### src/rtl/lcd_pkg.sv
// Shared definitions for the LCD timing controller: supported panel IDs,
// their timing sets and the controller state encoding.
package lcd_pkg;

   localparam logic [15:0] ID_7084 = 16'h7084;
   localparam logic [15:0] ID_4342 = 16'h4342;

   typedef struct packed {
      logic [10:0] h_sync;
      logic [10:0] h_bp;
      logic [10:0] h_disp;
      logic [10:0] h_fp;
      logic [10:0] h_total;
      logic [10:0] v_sync;
      logic [10:0] v_bp;
      logic [10:0] v_disp;
      logic [10:0] v_fp;
      logic [10:0] v_total;
   } timing_t;

   localparam timing_t TIMING_7084 = '{
      h_sync: 11'd128, h_bp: 11'd88, h_disp: 11'd800, h_fp: 11'd40, h_total: 11'd1056,
      v_sync: 11'd2,   v_bp: 11'd33, v_disp: 11'd480, v_fp: 11'd10, v_total: 11'd525
   };

   localparam timing_t TIMING_4342 = '{
      h_sync: 11'd41, h_bp: 11'd2, h_disp: 11'd480, h_fp: 11'd2, h_total: 11'd525,
      v_sync: 11'd10, v_bp: 11'd2, v_disp: 11'd272, v_fp: 11'd2, v_total: 11'd286
   };

   typedef enum logic [2:0] {
      S_WAIT_ID,
      S_CFG,
      S_PWR,
      S_RUN,
      S_ERR
   } state_t;

endpackage

### src/rtl/lcd_timing_rom.sv
// Combinational lookup from panel ID to its timing set; o_valid is low for
// unsupported IDs.
module lcd_timing_rom
   import lcd_pkg::*;
(
   input  logic [15:0] i_lcd_id,
   output timing_t     o_timing,
   output logic        o_valid
);

   logic        w_hit;
   logic [10:0] w_h_sum;
   logic [10:0] w_v_sum;

   always_comb begin
      o_timing = '0;
      w_hit    = 1'b0;
      case (i_lcd_id)
         ID_7084: begin
            o_timing = TIMING_7084;
            w_hit    = 1'b1;
         end
         ID_4342: begin
            o_timing = TIMING_4342;
            w_hit    = 1'b1;
         end
         default: begin
            o_timing = '0;
            w_hit    = 1'b0;
         end
      endcase
   end

   // The controller derives the active-region end from total minus front
   // porch, so a record is only usable if its four segments sum to the total.
   assign w_h_sum = o_timing.h_sync + o_timing.h_bp + o_timing.h_disp + o_timing.h_fp;
   assign w_v_sum = o_timing.v_sync + o_timing.v_bp + o_timing.v_disp + o_timing.v_fp;
   assign o_valid = w_hit && (w_h_sum == o_timing.h_total) && (w_v_sum == o_timing.v_total);

endmodule

### src/rtl/lcd_timing_ctrl.sv
// LCD timing controller: identifies the panel, holds it in reset for a while,
// then scans frames and produces sync, data-enable and pixel request signals.
module lcd_timing_ctrl
   import lcd_pkg::*;
#(
   parameter int RST_HOLD = 1024,
   parameter int ID_WAIT  = 4
) (
   input  logic        clk,
   input  logic        rst,
   input  logic [15:0] lcd_id,
   input  logic [15:0] pixel_data,
   output logic        data_req,
   output logic [10:0] pixel_xpos,
   output logic [10:0] pixel_ypos,
   output logic [10:0] h_disp,
   output logic [10:0] v_disp,
   output logic        lcd_hs,
   output logic        lcd_vs,
   output logic        lcd_de,
   output logic [15:0] lcd_rgb,
   output logic        lcd_bl,
   output logic        lcd_rst_n,
   output logic        cfg_err
);

   state_t      r_state;
   state_t      w_next;
   logic [31:0] r_wait_cnt;
   timing_t     w_rom_timing;
   logic        w_rom_valid;
   timing_t     r_timing;
   logic [10:0] r_h_cnt;
   logic [10:0] r_v_cnt;
   logic        r_hs;
   logic        r_vs;
   logic        r_de;
   logic        w_run;
   logic [10:0] w_h_start;
   logic [10:0] w_h_end;
   logic [10:0] w_v_start;
   logic [10:0] w_v_end;
   logic        w_h_last;
   logic        w_v_last;
   logic        w_h_active;
   logic        w_v_active;

   lcd_timing_rom u_rom (
      .i_lcd_id (lcd_id),
      .o_timing (w_rom_timing),
      .o_valid  (w_rom_valid)
   );

   // The wait counter times both the ID settle delay and the panel reset hold.
   always_ff @(posedge clk) begin
      if (rst) begin
         r_state    <= S_WAIT_ID;
         r_wait_cnt <= '0;
      end else begin
         r_state <= w_next;
         if ((w_next == r_state) && ((r_state == S_WAIT_ID) || (r_state == S_PWR)))
            r_wait_cnt <= r_wait_cnt + 32'd1;
         else
            r_wait_cnt <= '0;
      end
   end

   always_comb begin
      w_next = r_state;
      case (r_state)
         S_WAIT_ID: if (r_wait_cnt == 32'(ID_WAIT - 1))  w_next = S_CFG;
         S_CFG:     w_next = w_rom_valid ? S_PWR : S_ERR;
         S_PWR:     if (r_wait_cnt == 32'(RST_HOLD - 1)) w_next = S_RUN;
         S_RUN:     w_next = S_RUN;
         S_ERR:     w_next = S_ERR;
         default:   w_next = S_WAIT_ID;
      endcase
   end

   always_comb begin
      w_run     = (r_state == S_RUN);
      lcd_bl    = w_run;
      lcd_rst_n = w_run;
      cfg_err   = (r_state == S_ERR);
   end

   assign w_h_start  = r_timing.h_sync + r_timing.h_bp;
   assign w_h_end    = r_timing.h_total - r_timing.h_fp;
   assign w_v_start  = r_timing.v_sync + r_timing.v_bp;
   assign w_v_end    = r_timing.v_total - r_timing.v_fp;
   assign w_h_last   = (r_h_cnt == r_timing.h_total - 11'd1);
   assign w_v_last   = (r_v_cnt == r_timing.v_total - 11'd1);
   assign w_h_active = (r_h_cnt >= w_h_start) && (r_h_cnt < w_h_end);
   assign w_v_active = (r_v_cnt >= w_v_start) && (r_v_cnt < w_v_end);

   assign data_req   = w_run && w_h_active && w_v_active;
   assign pixel_xpos = data_req ? (r_h_cnt - w_h_start) : 11'd0;
   assign pixel_ypos = data_req ? (r_v_cnt - w_v_start) : 11'd0;

   // Counters sit at the origin outside RUN so scanning always starts at (0,0);
   // sync and enable are registered, keeping them aligned with the returned pixel.
   always_ff @(posedge clk) begin
      if (rst) begin
         r_timing <= '0;
         r_h_cnt  <= '0;
         r_v_cnt  <= '0;
         r_hs     <= 1'b1;
         r_vs     <= 1'b1;
         r_de     <= 1'b0;
      end else begin
         if ((r_state == S_CFG) && w_rom_valid)
            r_timing <= w_rom_timing;
         if (w_run) begin
            if (w_h_last) begin
               r_h_cnt <= '0;
               r_v_cnt <= w_v_last ? 11'd0 : (r_v_cnt + 11'd1);
            end else begin
               r_h_cnt <= r_h_cnt + 11'd1;
            end
         end else begin
            r_h_cnt <= '0;
            r_v_cnt <= '0;
         end
         r_hs <= !(w_run && (r_h_cnt < r_timing.h_sync)) && (r_state != S_ERR);
         r_vs <= !(w_run && (r_v_cnt < r_timing.v_sync)) && (r_state != S_ERR);
         r_de <= data_req;
      end
   end

   assign h_disp  = r_timing.h_disp;
   assign v_disp  = r_timing.v_disp;
   assign lcd_hs  = r_hs;
   assign lcd_vs  = r_vs;
   assign lcd_de  = r_de;
   assign lcd_rgb = r_de ? pixel_data : 16'h0;

endmodule
### config.mk
export PLATFORM = sky130hd
export DESIGN_NAME = lcd_timing_ctrl
export DESIGN_NICKNAME = d
export VERILOG_FILES = /design/src/rtl/lcd_pkg.sv /design/src/rtl/lcd_timing_rom.sv /design/src/rtl/lcd_timing_ctrl.sv
export SDC_FILE = /design/constraint.sdc
export NUM_CORES = 1
export LEC_CHECK = 0
export BUFFER_PORTS_ARGS = -buffer_cell sky130_fd_sc_hd__buf_2
export CAP_MARGIN = 20
export CORE_ASPECT_RATIO = 1.25
export CORE_MARGIN = 4
export CORE_UTILIZATION = 39
export CTS_CLUSTER_DIAMETER = 30
export DETAILED_ROUTE_END_ITERATION = 8
export PLACE_DENSITY = 0.58
export SKIP_LAST_GASP = 1
export SLEW_MARGIN = 25
export SYNTH_ARGS = -nofsm -noshare
export SYNTH_HDL_FRONTEND = slang
export SYNTH_HIERARCHICAL = 1
export SYNTH_SLANG_ARGS = --single-unit
### constraint.sdc
create_clock -name clk -period 4.9 [get_ports clk]
set_input_delay 0.98 -clock clk [delete_from_list [all_inputs] [get_ports clk]]
set_output_delay 0.98 -clock clk [all_outputs]
set_load 0.02 [all_outputs]
### Yosys cells after proc, flatten, opt, wreduce, memory -nomap -nowiden

Index checks and enable logic that the tools add are counted.

* flip-flop bits (word level): 170
* latch bits: 0
* RAM bits: 0
* bits in read-only memories: 0
* bits of input ports: 34
* output and inout bits: 67
* word-level logic and storage cells: 86
* memories kept: 0

* $add $sub $neg: 17
* $mul: 0
* div/mod/pow operators: 0
* magnitude comparators: 6
* equality and inequality tests: 14
* shifts and indexed selects: 0
* muxes and demuxes: 10
* bitwise operators: 2
* reduce and logical (&&, ||, !) cells: 20

Operators with widths (count)
* 107-bit one-hot mux with 2 select lines: 1
* 11-bit adder: 7
* 11-bit equality test: 4
* 11-bit less-than comparator: 4
* 11-bit subtractor: 4
* 11-bit two-way mux: 3
* 32-bit by 1-bit adder with 32-bit output, second input constant: 1
* 16-bit by 15-bit equality test with 1-bit output, second input constant: 2
* 32-bit by 10-bit equality test with 1-bit output, second input constant: 1
* 32-bit by 2-bit equality test with 1-bit output, second input constant: 1
* 11-bit by 1-bit adder with 11-bit output, second input constant: 2
* 11-bit greater-or-equal comparator: 2
* 11-bit by 1-bit subtractor with 11-bit output, second input constant: 2
* 16-bit two-way mux: 1
* 3-bit one-hot mux with 5 select lines: 1
* 1-bit logical AND: 12
* 8-bit by 11-bit adder with 11-bit output: 1
* 3-bit two-way mux: 3
* 3-bit by 2-bit equality test with 1-bit output, second input constant: 2
* 2-bit OR reduction: 3
* 3-bit by 1-bit equality test with 1-bit output, second input constant: 1
* 3-bit equality test: 1
* 3-bit equality test, second input constant: 1
* 3-bit zero test: 1
* 6 further kinds: 8

### Logic depth before layout (Yosys ltp)

Gate-level depths: netlist of the first run.

* depth in word-level cells: 14
* depth in mapped cells: 20
* depth with buffers taken out: 19

### Cells and area by module

The synthesis of the first run kept the hierarchy.

Modules (own cells, without submodules)
* lcd_timing_ctrl: times used 1, cells an instance 1397, area each 10866.7 um^2, seq. area each 3403.3 um^2
* lcd_timing_rom: times used 1, cells an instance 121, area each 902.1 um^2, seq. area each 0.0 um^2

### Worst setup path before layout of the first run

Ideal clock, no wire load.

* path kind: flip-flop to output port
* start: register r_timing[55] in the netlist's numbering
* end: output port pixel_xpos[10]
* data arrival time: 3990 ps
* required time: 3920 ps
* slack: -70 ps
* stages on the path, launching flop included: 21
* cell sequence: dfxtp_1 inv_1 ha_1 inv_1 fa_1 a21o_1 a21oi_1 o21bai_1 a21oi_1 o21ai_0 a21o_1 a21oi_1 xnor2_1 ha_1 a211oi_1 o2111ai_1 a21oi_1 o221a_2 nand3_1 clkbuf_1 nor3_1

* word-level cells in the longest chain between the ends: 6

RTL lines
* start, declared: line lcd_timing_ctrl.sv:32 `timing_t r_timing;`
* start signal, assigned: line lcd_timing_ctrl.sv:112 `r_timing <= w_rom_timing;`
* 11-bit subtractor: line lcd_timing_ctrl.sv:88 `assign w_h_end = r_timing.h_total - r_timing.h_fp;`
* 11-bit less-than comparator: line lcd_timing_ctrl.sv:93 `assign w_h_active = (r_h_cnt >= w_h_start) && (r_h_cnt < w_h_end);`
* 1-bit logical AND: line lcd_timing_ctrl.sv:93
* 1-bit logical AND (2 in a row): line lcd_timing_ctrl.sv:96 `assign data_req = w_run && w_h_active && w_v_active;`
* 11-bit two-way mux: line lcd_timing_ctrl.sv:97 `assign pixel_xpos = data_req ? (r_h_cnt - w_h_start) : 11'd0;`
* end, declared: line lcd_timing_ctrl.sv:14 `output logic [10:0] pixel_xpos,`

Every way passes these cells.

### Final worst setup path of the first run

* start: register r_timing[55] in the netlist's numbering
* end: output port pixel_xpos[7]

The elaborated chain is that of the path after synthesis.

==> reports/qor.yml, run 1 <==
route:
  drt_iter0_drc: 456
  ant_nets: 0
  firstDrtPassIters: 5
  totalWireLength_microns: 27740
  wl_per_cell_microns: 14.10
  viasPerCell: 4.966
  drc: 0
  vias: 9769
setup_path:
  crit_slowest_cell: "fa_2"
  cp-end-kind: "output port"
  start_kind: "flip-flop"
  r2r_start: "r_timing[44]"
  rrSetupSlack_ns: 1.35
  r2r_cells: 18
  crit_fanout: 6
  critPathTopFamily: "compound AO/OA/AOI/OAI gates"
  crit_start: "r_timing[55]"
  arrival_ns: 4.18
  max_stage_delay_ns: 0.35
  critical_path.most_common_cell: "a21oi_2"
  crit_type: "reg -> out"
  required_ns: 3.92
  critPathBufInv: 4
  rr_endpoint: "lcd_de"
  crit_chain: "inv_2 > ha_4 > inv_4 > fa_2 > a21o_1 > a21oi_2 > o21bai_1 > a21oi_2 > o21ai_2 > a21o_1 > a21oi_2 > xnor2_1 > ha_1 > a211oi_2 > o2111ai_2 > a21oi_2 > o221a_2 > nand3_4 > buf_8 > and3b_1 > buf_6"
finish:
  fin_nets: 1706
  fin_cells: 1967
  syn_to_final_growth_pct: 12.80
  fillCellCount: 2934
  final_util: 0.4498
  antennaDiodeCount: 0
  final-seq-area_sq_um: 3410
  multiInputGateArea_sq_um: 7455
  layout-drive-gt1-share: 0.1630
timing:
  max_freq_ghz: 0.1938
  whs_ns: 0.4532
  hold_viol: 0
  drv_slew: 0
  setup_tns_ns: -4.070
  rsz0062_at_grt: "true"
  worst_slack_ns: -0.2604
  worst_pin_slew_ns: 0.9403
  setup_violations: 23
  period_needed_ns: 5.160
  fin_skew_ns: 0.009443
  timing.final.crit_share: 1.053
  max_slew_margin: 0.3731
yosys:
  yosys-top-cells-count: "nand2_1, dfxtp_1, a21oi_1"
  synth_top_area_share: 0.2892
  synth_edf_count: 0
  yosysTopAreaCell: "dfxtp_1"
  syn-instance-count: 1518
  syn_area_sq_um: 11770
  synthTopCellsByArea: "dfxtp_1, ha_1, nand2_1"
  ys_warn_count: 6
  async_reset_ff_frac: 0
  ys_ff_latch: 170
  ys_types: 69
  yosysMostFrequentCell: "nand2_1"
  ys_seq_area_frac: 0.2892
  synthFlopType: "dfxtp_1"
  avgSynthCellArea_sq_um: 7.753
place:
  place_inst: 1912
  portBuffers: 100
  hpwl_microns: 19080
  place_congestion: 0.8719
clock_network:
  clock-sinks: 170
  cts_tree: "yes"
  cts_buffers: 17
  cts_hold_buf: 0
  ctsHtreeMaxLevel: 4
  clk_pin_slew_ns: 0.06
  cts.path.max_buffers: 2
  ctsRootBufferMaster: "clkbuf_16"
  clock_insertion_delay_worst_skew_ns: 0.43
global_route:
  busiest_layer: "met2"
  grt_antenna_before_repair: 0
  grt_pass1_vias: 9241
  grt_util_met1: 0.2102
  grt_max_degree: 109
  grtUsageMet3: 0.02488
  gr-usage-met2: 0.2963
  grt_pass1_wl_microns: 45770
  grt-ovfl-total: 0
  track_usage: 0.1687
run:
  cap_violations: 0
die:
  start_util: 0.3987
  design.die.area_sq_um: 33040
  die_y_microns: 202.2
  die_x_microns: 163.4
  rows: 70
  core_sq_um: 29520
  num_io_pins: 101
outcome:
  violations: "setup timing"
  status: "complete, but fails checks"
min_path:
  hold_path_class: "reg -> reg"
  hold_end: "v_disp[8]"
  min-delay-start: "v_disp[8]"
  whs_path_depth: 2
pwr:
  power.leakage_nw: 5.277
  p_total_mw: 2.846
  pwr_density_cell_nw_per_um2: 214.4
  vdd_drop_max_mv: 0.1885
worst max-delay path by stage:
stage / end / slack, ns / cells after the start
final: pixel_xpos[7] / -0.26 / 21
after global routing: pixel_xpos[7] / -0.49 / 21
after CTS: pixel_xpos[4] / -0.28 / 22
after detailed placement: pixel_xpos[8] / -0.11 / 21
after global placement: pixel_xpos[5] / -0.01 / 21
after floorplan: pixel_xpos[10] / -0.07 / 20
power by group:
| group | switching (mW) | internal [mW] | total [mW] | leakage (nW) |
|---|---|---|---|---|
| clock | 0.602 | 0.780 | 1.38 | 0.285 |
| sequential | 0.00732 | 1.39 | 1.39 | 1.37 |
| combinational | 0.0492 | 0.0214 | 0.0706 | 3.62 |
| total | 0.658 | 2.19 | 2.85 | 5.28 |
registers in the layout, indices dropped and copies added (netlist names):
name        cells
r_v_cnt        11
lcd_vs          1
r_state         3
r_timing       88
r_wait_cnt     32
lcd_hs          1
v_disp         11
h_disp         11
lcd_de          1
r_h_cnt        11
metal layers:
layer,vias to the layer above,part of all wire
li1,5024,-
met1,4515,0.44
met2,196,0.50
met3,34,0.040
met4,0,0.019
met5,-,0
cell type report:
class | instances | area share
Multi-Input combinational cell | 1145 | 0.5615
Sequential cell | 170 | 0.2568
Timing Repair Buffer | 140 | 0.07512
Tap cell | 396 | 0.03732
Clock buffer | 19 | 0.03336
Inverter | 84 | 0.02394
Clock inverter | 13 | 0.01188
tightest hold or removal path, cell delays in order, from the launching register on:
cell,delay [ns]
dfxtp_1,0.31
nand2_1,0.05
a21oi_1,0.05
per-stage QoR:
step / instance area [sq um] / setup WS [ns]
final: 13280 / -0.2604
after global routing: 13280 / -0.4891
after CTS: 13130 / -0.2840
after detailed placement: 11980 / -0.1064
after global placement: 11980 / -0.01444
after floorplan: 12020 / -0.06991
cells in the final DEF, fill, tap and decap left out, types with 6 or more instances in the layout:
master,n
o21a_1,9
o21bai_1,7
dfxtp_1,165
a21o_1,31
a21oi_2,14
buf_4,38
o211ai_1,7
conb_1,69
nor2_4,8
xor2_1,50
nor3_4,8
xnor2_1,61
or3_1,6
nand4_1,24
nor2b_1,10
ha_1,104
nor2_1,82
nand3_1,23
nand2b_1,9
nand2_1,271
nor4_1,12
and2_1,21
inv_1,81
and3_1,11
buf_2,76
o21ai_0,24
buf_6,21
clkbuf_16,17
a21oi_1,144
nor3_1,32
timing repair:
item / CTS / global route
setup buffers: 22 / 1
gates cloned: 2 / 0
setup endpoints to repair: 23 / 23
gates resized for setup: 94 / 44
pin swaps: 18 / 26
kinds of logic after synthesis:
group           count (synthesis)  synth area share
simple gates                  563            0.2235
compound gates                284            0.1457
buf+inv                       271            0.1299
flops                         170            0.2892
fa+ha+maj                     114            0.1250
xor+xnor                      111           0.08261
mux                             4          0.003827
other cells                     1         0.0003186
Note: power is estimated with default switching activity, not from simulation.
==> inputs of run 2 (changes only) <==
--- a/config.mk
+++ b/config.mk
@@ -5,6 +5,7 @@
 export SDC_FILE = /design/constraint.sdc
 export NUM_CORES = 1
 export LEC_CHECK = 0
+export ABC_AREA = 1
 export BUFFER_PORTS_ARGS = -buffer_cell sky130_fd_sc_hd__buf_2
 export CAP_MARGIN = 20
 export CORE_ASPECT_RATIO = 1.25
==> run 2 against run 1 <==
Against the previous run: the run now ends clean; largest power group is now clock; count of clock-buffer cells in the layout down 2; power up 3.8%; wire length up 13%; synthesized area increased by 8.2%; core utilization is 2.5 points lower.
==> reports/qor.yml, run 2 <==
die:
  start_util: 0.3973  # -0.001468
  num_io_pins: 101  # unchanged
  die_y_microns: 210.0  # +3.9%
  design.die.area_sq_um: 35630  # +7.8%
  core_sq_um: 32060  # +8.6%
  rows: 73  # +4.3%
  die_x_microns: 169.6  # +3.8%
pwr:
  vdd_drop_max_mv: 0.2182  # +16%
  pwr_density_cell_nw_per_um2: 217.1  # +1.2%
  power.leakage_nw: 6.283  # +19%
timing:
  max_freq_ghz: 0.2148  # +11%
  worst_pin_slew_ns: 0.9643  # +0.02392 ns
  setup_violations: 0  # -100%
  timing.final.crit_share: 0.9502  # -0.1029
  whs_ns: 0.4586  # +0.005416 ns
  fin_skew_ns: 0.01142  # +0.001973 ns
  drv_slew: 0  # unchanged
  period_needed_ns: 4.656  # -0.5043 ns
  hold_viol: 0  # unchanged
  max_slew_margin: 0.3565  # -0.01664
  setup_tns_ns: 0  # +4.070 ns
place:
  portBuffers: 100  # unchanged
  place_inst: 2273  # +19%
  place_congestion: 0.9101  # +4.4%
  hpwl_microns: 24030  # +26%
route:
  wl_per_cell_microns: 13.54  # -4.0%
  ant_nets: 0  # unchanged
  drc: 0  # unchanged
  vias: 11010  # +13%
  firstDrtPassIters: 5  # unchanged
  totalWireLength_microns: 31240  # +13%
  drt_iter0_drc: 532  # +17%
  viasPerCell: 4.773  # -3.9%
global_route:
  grt_max_degree: 89  # -18%
  grt_antenna_before_repair: 0  # unchanged
  track_usage: 0.1746  # +0.005892
  grt-ovfl-total: 0  # unchanged
  grt_pass1_wl_microns: 51390  # +12%
  grt_pass1_vias: 10410  # +13%
yosys:
  synth_fa_ha_area_frac: 0.1155  # -0.009495
  ys_types: 43  # -38%
  synth_xor_area_frac: 0.06808  # -0.01453
  synth_top_family_by_area: "simple AND/OR/NAND/NOR gates"
  avgSynthCellArea_sq_um: 6.851  # -12%
  yosys-top-cells-count: "nand2_1, nor2_1, inv_1"
  synthTopCellsByArea: "dfxtp_1, ha_1, nand2_1"
  synthFlopType: "dfxtp_1"
  synth_compound_area_frac: 0.1393  # -0.006345
  synthMuxAreaShare: 0  # -0.003827
  syn-instance-count: 1859  # +22%
  syn_area_sq_um: 12740  # +8.2%
  ys_seq_area_frac: 0.2672  # -0.02196
  synth_edf_count: 0  # unchanged
  ys_ff_latch: 170  # unchanged
  yosysMostFrequentCell: "nand2_1"
  ys_warn_count: 6  # unchanged
  async_reset_ff_frac: 0  # unchanged
  yosys.area_share.simple: 0.2514  # +0.02793
  synth_top_area_share: 0.2672  # -0.02196
  yosysTopAreaCell: "dfxtp_1"
finish:
  antennaDiodeCount: 0  # unchanged
  fin_nets: 2031  # +19%
  fin_cells: 2307  # +17%
  layout-drive-gt1-share: 0.1050  # -0.05794
  mostFrequentLayoutCell: "nand2_1"
  top_register: "r_timing"
  final_util: 0.4246  # -0.02519
  syn_to_final_growth_pct: 6.877
  largest_reg_flops: 88  # unchanged
  reg_top3: "r_timing: 88 flops, r_wait_cnt: 32 flops"
  final_cell_mix: "nand2_1, nor2_1, inv_1"
outcome:
  status: "finished clean"
setup_path:
  crit_type: "reg -> out"
  crit_start: "r_timing[90]"
  required_ns: 3.92  # about the same
  rr_endpoint: "lcd_de"
  crit_end: "pixel_xpos[7]"
  start_kind: "flip-flop"
  crit_fanout: 12  # +6
  r2r_start: "r_timing[90]"
  cp-end-kind: "output port"
  arrival_ns: 3.68  # -0.50 ns
  rrSetupSlack_ns: 1.75  # +0.40 ns
  r2r_cells: 14  # -4
clock_network:
  clock-sinks: 170  # unchanged
  cts_tree: "yes"
  clock_insertion_delay_worst_skew_ns: 0.43  # about the same
  clk_pin_slew_ns: 0.07  # about the same
  ctsHtreeMaxLevel: 4  # unchanged
  cts_buffers: 17  # unchanged
  cts.path.max_buffers: 2  # unchanged
  ctsRootBufferMaster: "clkbuf_16"
min_path:
  hold_path_class: "reg -> reg"
run:
  cap_violations: 0  # unchanged
[run 2: changes by cell type after synthesis, sizes merged, moves of 13 or more]
cell and change:
and2 -20, o21ai +121, nand2 +27, inv +135, nand3 +63, a21oi -13, nor2 +185, xnor2 -25
a21o -26, xor2 +13
[run 2: area by class of cell]
type                            instances  area [sq um]
Sequential cell                       170          3403
Inverter                              220         828.3
Clock buffer                           17         425.4
Timing Repair Buffer                  113         601.8
Tap cell                              412         515.5
Multi-Input combinational cell       1361          7631
Clock inverter                         14         206.4
Fill cell                            3331         18450
[run 2: worst max-delay path, stage by stage (launching register included)]
cell,delay (ns)
dfxtp_1,0.33
ha_1,0.36
inv_1,0.07
nor3_1,0.37
a21oi_1,0.15
o21ai_1,0.18
xnor2_1,0.09
ha_1,0.37
nand2_1,0.10
nor2_1,0.16
inv_1,0.07
o2111ai_2,0.26
nand3_2,0.16
buf_4,0.21
nor3_1,0.15
buf_2,0.19
[run 2: cell families after synthesis]
family	after synthesis
other cells	1
buf+inv	396
simple gates	747
compound gates	332
fa+ha+maj	114
flops	170
xor+xnor	99
[run 2: report_power, final]
part | internal, mW | switching [mW] | total [mW] | leakage, nW
sequential | 1.39 | 0.00675 | 1.39 | 1.37
clock | 0.865 | 0.602 | 1.47 | 0.305
combinational | 0.0311 | 0.0616 | 0.0927 | 4.61
total | 2.28 | 0.670 | 2.95 | 6.28
[run 2: stage by stage]
step / area (sq um) / setup WS (ns) / power, mW
detailed placement: 12910 / 0.4858 / 1.520
floorplan: 12990 / 0.8102 / 1.535
global route: 13610 / -0.003035 / 3.066
CTS: 13540 / 0.01256 / 2.998
finish: 13610 / 0.2439 / 2.954
global placement: 12910 / 0.4986 / 1.520
[run 2: what timing repair did]
| item | in CTS | in global routing |
|---|---|---|
| gates resized for setup | 0 | 14 |
| setup endpoints to repair | 0 | 23 |
| setup buffers | 0 | 3 |
| hold buffers | 0 | 0 |
[run 2: how the worst min path moves through the flow]
stage	start	endpoint	cells after the start
global route	r_timing[73]	r_timing[73]	2
detailed placement	r_timing[18]	r_timing[18]	2
finish	r_timing[18]	r_timing[18]	2
CTS	r_timing[18]	r_timing[18]	2
global placement	r_timing[20]	r_timing[20]	2
floorplan	r_wait_cnt[0]	r_wait_cnt[0]	1
[run 2: per-layer routing]
metal / track usage / part of all wire
met1: 0.2169 / 0.45
met2: 0.3147 / 0.50
met3: 0.02232 / 0.029
met4: 0.05054 / 0.019
met5: 0 / 0
==> inputs of run 3 (changes only) <==
==> constraint.sdc (replaced) <==
create_clock -name clk -period 5.6 [get_ports clk]
set_input_delay 1.12 -clock clk [delete_from_list [all_inputs] [get_ports clk]]
set_output_delay 1.12 -clock clk [all_outputs]
set_load 0.02 [all_outputs]
==> run 3 against run 2 <==
Against the previous run: clock power is 24% lower; non-clock buffer count is 8 lower; flip-flop and latch count stayed put; final cell count decreased by 0.35%; global-route usage barely moved; critical path type unchanged; critical endpoint is now pixel_ypos[3]; largest cell class unchanged.
==> reports/qor.yml, run 3 (synthesis results as in run 2) <==
run:
  cap_violations: 0  # unchanged
die:
  num_io_pins: 101  # unchanged
  start_util: 0.3973  # unchanged
  rows: 73  # unchanged
  design.die.area_sq_um: 35630  # unchanged
  die_x_microns: 169.6  # unchanged
  die_y_microns: 210.0  # unchanged
  core_sq_um: 32060  # unchanged
clock_network:
  ctsHtreeMaxLevel: 4  # unchanged
  cts_buffers: 17  # unchanged
  cts_hold_buf: 0  # unchanged
  postCtsSetupRepairBufs: 0  # unchanged
  clock_insertion_delay_worst_skew_ns: 0.44  # about the same
  cts_tree: "yes"
  ctsRootBufferMaster: "clkbuf_16"
  clk_pin_slew_ns: 0.07  # about the same
  cts.path.max_buffers: 2  # unchanged
  postCtsResizedCells: 0  # unchanged
  clock-sinks: 170  # unchanged
route:
  drc: 0  # unchanged
  drt_iter0_drc: 480  # -9.8%
  ant_nets: 0  # unchanged
  viasPerCell: 4.755  # -0.38%
  vias: 10930  # -0.73%
  totalWireLength_microns: 31050  # -0.61%
  wl_per_cell_microns: 13.51  # -0.26%
  firstDrtPassIters: 5  # unchanged
setup_path:
  rrSetupSlack_ns: 2.35  # +0.60 ns
  start_kind: "flip-flop"
  cp-end-kind: "output port"
  crit_fanout: 24  # +12
  crit_chain: "inv_1 > ha_1 > inv_1 > fa_1 > a21oi_1 > o21ai_0 > xnor2_1 > ha_1 > a21oi_1 > o221ai_1 > nor2_1 > nand2_2 > nor3_1 > buf_2"
  crit_type: "reg -> out"
  required_ns: 4.48  # +0.56 ns
  crit_slowest_cell: "fa_1"
  max_stage_delay_ns: 0.44  # +0.07 ns
  arrival_ns: 3.85  # +0.17 ns
finish:
  reg_top3: "r_timing: 88 flops, r_wait_cnt: 32 flops"
  largest_reg_flops: 88  # unchanged
  top_register: "r_timing"
  layout-drive-gt1-share: 0.09486  # -0.01015
  final_cell_mix: "nand2_1, nor2_1, inv_1"
  multiInputGateArea_sq_um: 7594  # -0.49%
  mostFrequentLayoutCell: "nand2_1"
  fin_nets: 2023  # -0.39%
  antennaDiodeCount: 0  # unchanged
  final-seq-area_sq_um: 3403  # unchanged
  final_util: 0.4184  # -0.006166
  syn_to_final_growth_pct: 5.325
  fillCellCount: 3359  # +0.84%
global_route:
  grt_pass1_vias: 10470  # +0.53%
  track_usage: 0.1749  # +0.0002687
  grt_pass1_wl_microns: 51260  # -0.25%
  grt_antenna_before_repair: 1  # +1
  grt_max_degree: 113  # +27%
  grt-ovfl-total: 0  # unchanged
timing:
  max_freq_ghz: 0.2011
  max_slew_margin: 0.3403  # -0.01618
  setup_tns_ns: 0  # unchanged
  period_needed_ns: 4.973
  hold_viol: 0  # unchanged
  rsz0062_at_grt: "false"
  worst_pin_slew_ns: 0.9896  # +0.02530 ns
  setup_violations: 0  # unchanged
  drv_slew: 0  # unchanged
  timing.final.crit_share: 0.8881
  fin_skew_ns: 0.006575  # -0.004840 ns
pwr:
  vdd_drop_max_mv: 0.1887  # -14%
  power.leakage_nw: 6.192  # -1.5%
  pwr_density_cell_nw_per_um2: 179.7  # -17%
place:
  portBuffers: 100  # unchanged
  place_congestion: 0.8676  # -4.7%
  hpwl_microns: 23570  # -1.9%
outcome:
  status: "finished clean"
min_path:
  hold_path_class: "reg -> reg"
[run 3: cell count changes in the layout (fill, tap and decap cells not counted), sizes merged]
cell / delta
bufinv: -4
inv: -2
buf: -8
clkinvlp: +3
clkbuf: +3
[run 3: final cells by class]
type                            instances  share of cell area
Timing Repair Buffer                  105             0.04011
Inverter                              220             0.06175
Sequential cell                       170              0.2537
Tap cell                              412             0.03843
Clock buffer                           20             0.03330
Multi-Input combinational cell       1361              0.5661
Clock inverter                         11            0.006623
[run 3: metal layers]
metal / routed length (microns) / track usage / vias up
met5: 13 / 0 / -
met3: 877 / 0.02832 / 43
met4: 637 / 0.05193 / 2
li1: - / - / 5893
met2: 15500 / 0.3148 / 129
met1: 14020 / 0.2133 / 4864
[run 3: critical path: cells and delay by family, from the launching register on]
| kind | cells | cell delay, ns |
|---|---|---|
| AND/OR/NAND/NOR | 3 | 0.90 |
| flip-flops | 1 | 0.33 |
| XOR/XNOR | 1 | 0.16 |
| buffers and inverters | 3 | 0.43 |
| adder cells (fa/ha/maj) | 3 | 0.95 |
| AO/OA/AOI/OAI | 4 | 0.62 |
[run 3: through the flow]
step | worst slack [ns] | total power [mW] | hold WS (ns) | cell area, sq um | instances
finish | 0.6267 | 2.410 | 0.4662 | 13410 | 2299
global route | 0.2419 | 2.496 | 0.4862 | 13410 | 2299
CTS | 0.3149 | 2.446 | 0.4671 | 13410 | 2299
detailed placement | 0.8014 | 1.330 | 0.4580 | 12870 | 2268
global placement | 0.9256 | 1.329 | 0.4493 | 12870 | 2268
floorplan | 1.370 | 1.343 | 0.4301 | 12990 | 1927
[run 3: worst paths after layout]
path	cells past startpoint	to	from
max	14	pixel_ypos[3]	r_timing[0]
min	2	r_timing[18]	r_timing[18]
max reg2reg	13	lcd_de	r_timing[0]
min reg2reg	2	r_timing[18]	r_timing[18]
[run 3: power breakdown]
| group | internal, mW | total [mW] | switching (mW) |
|---|---|---|---|
| Sequential | 1.21 | 1.22 | 0.00591 |
| Combinational | 0.0275 | 0.0806 | 0.0531 |
| Clock | 0.584 | 1.11 | 0.525 |
| Total | 1.83 | 2.41 | 0.584 |
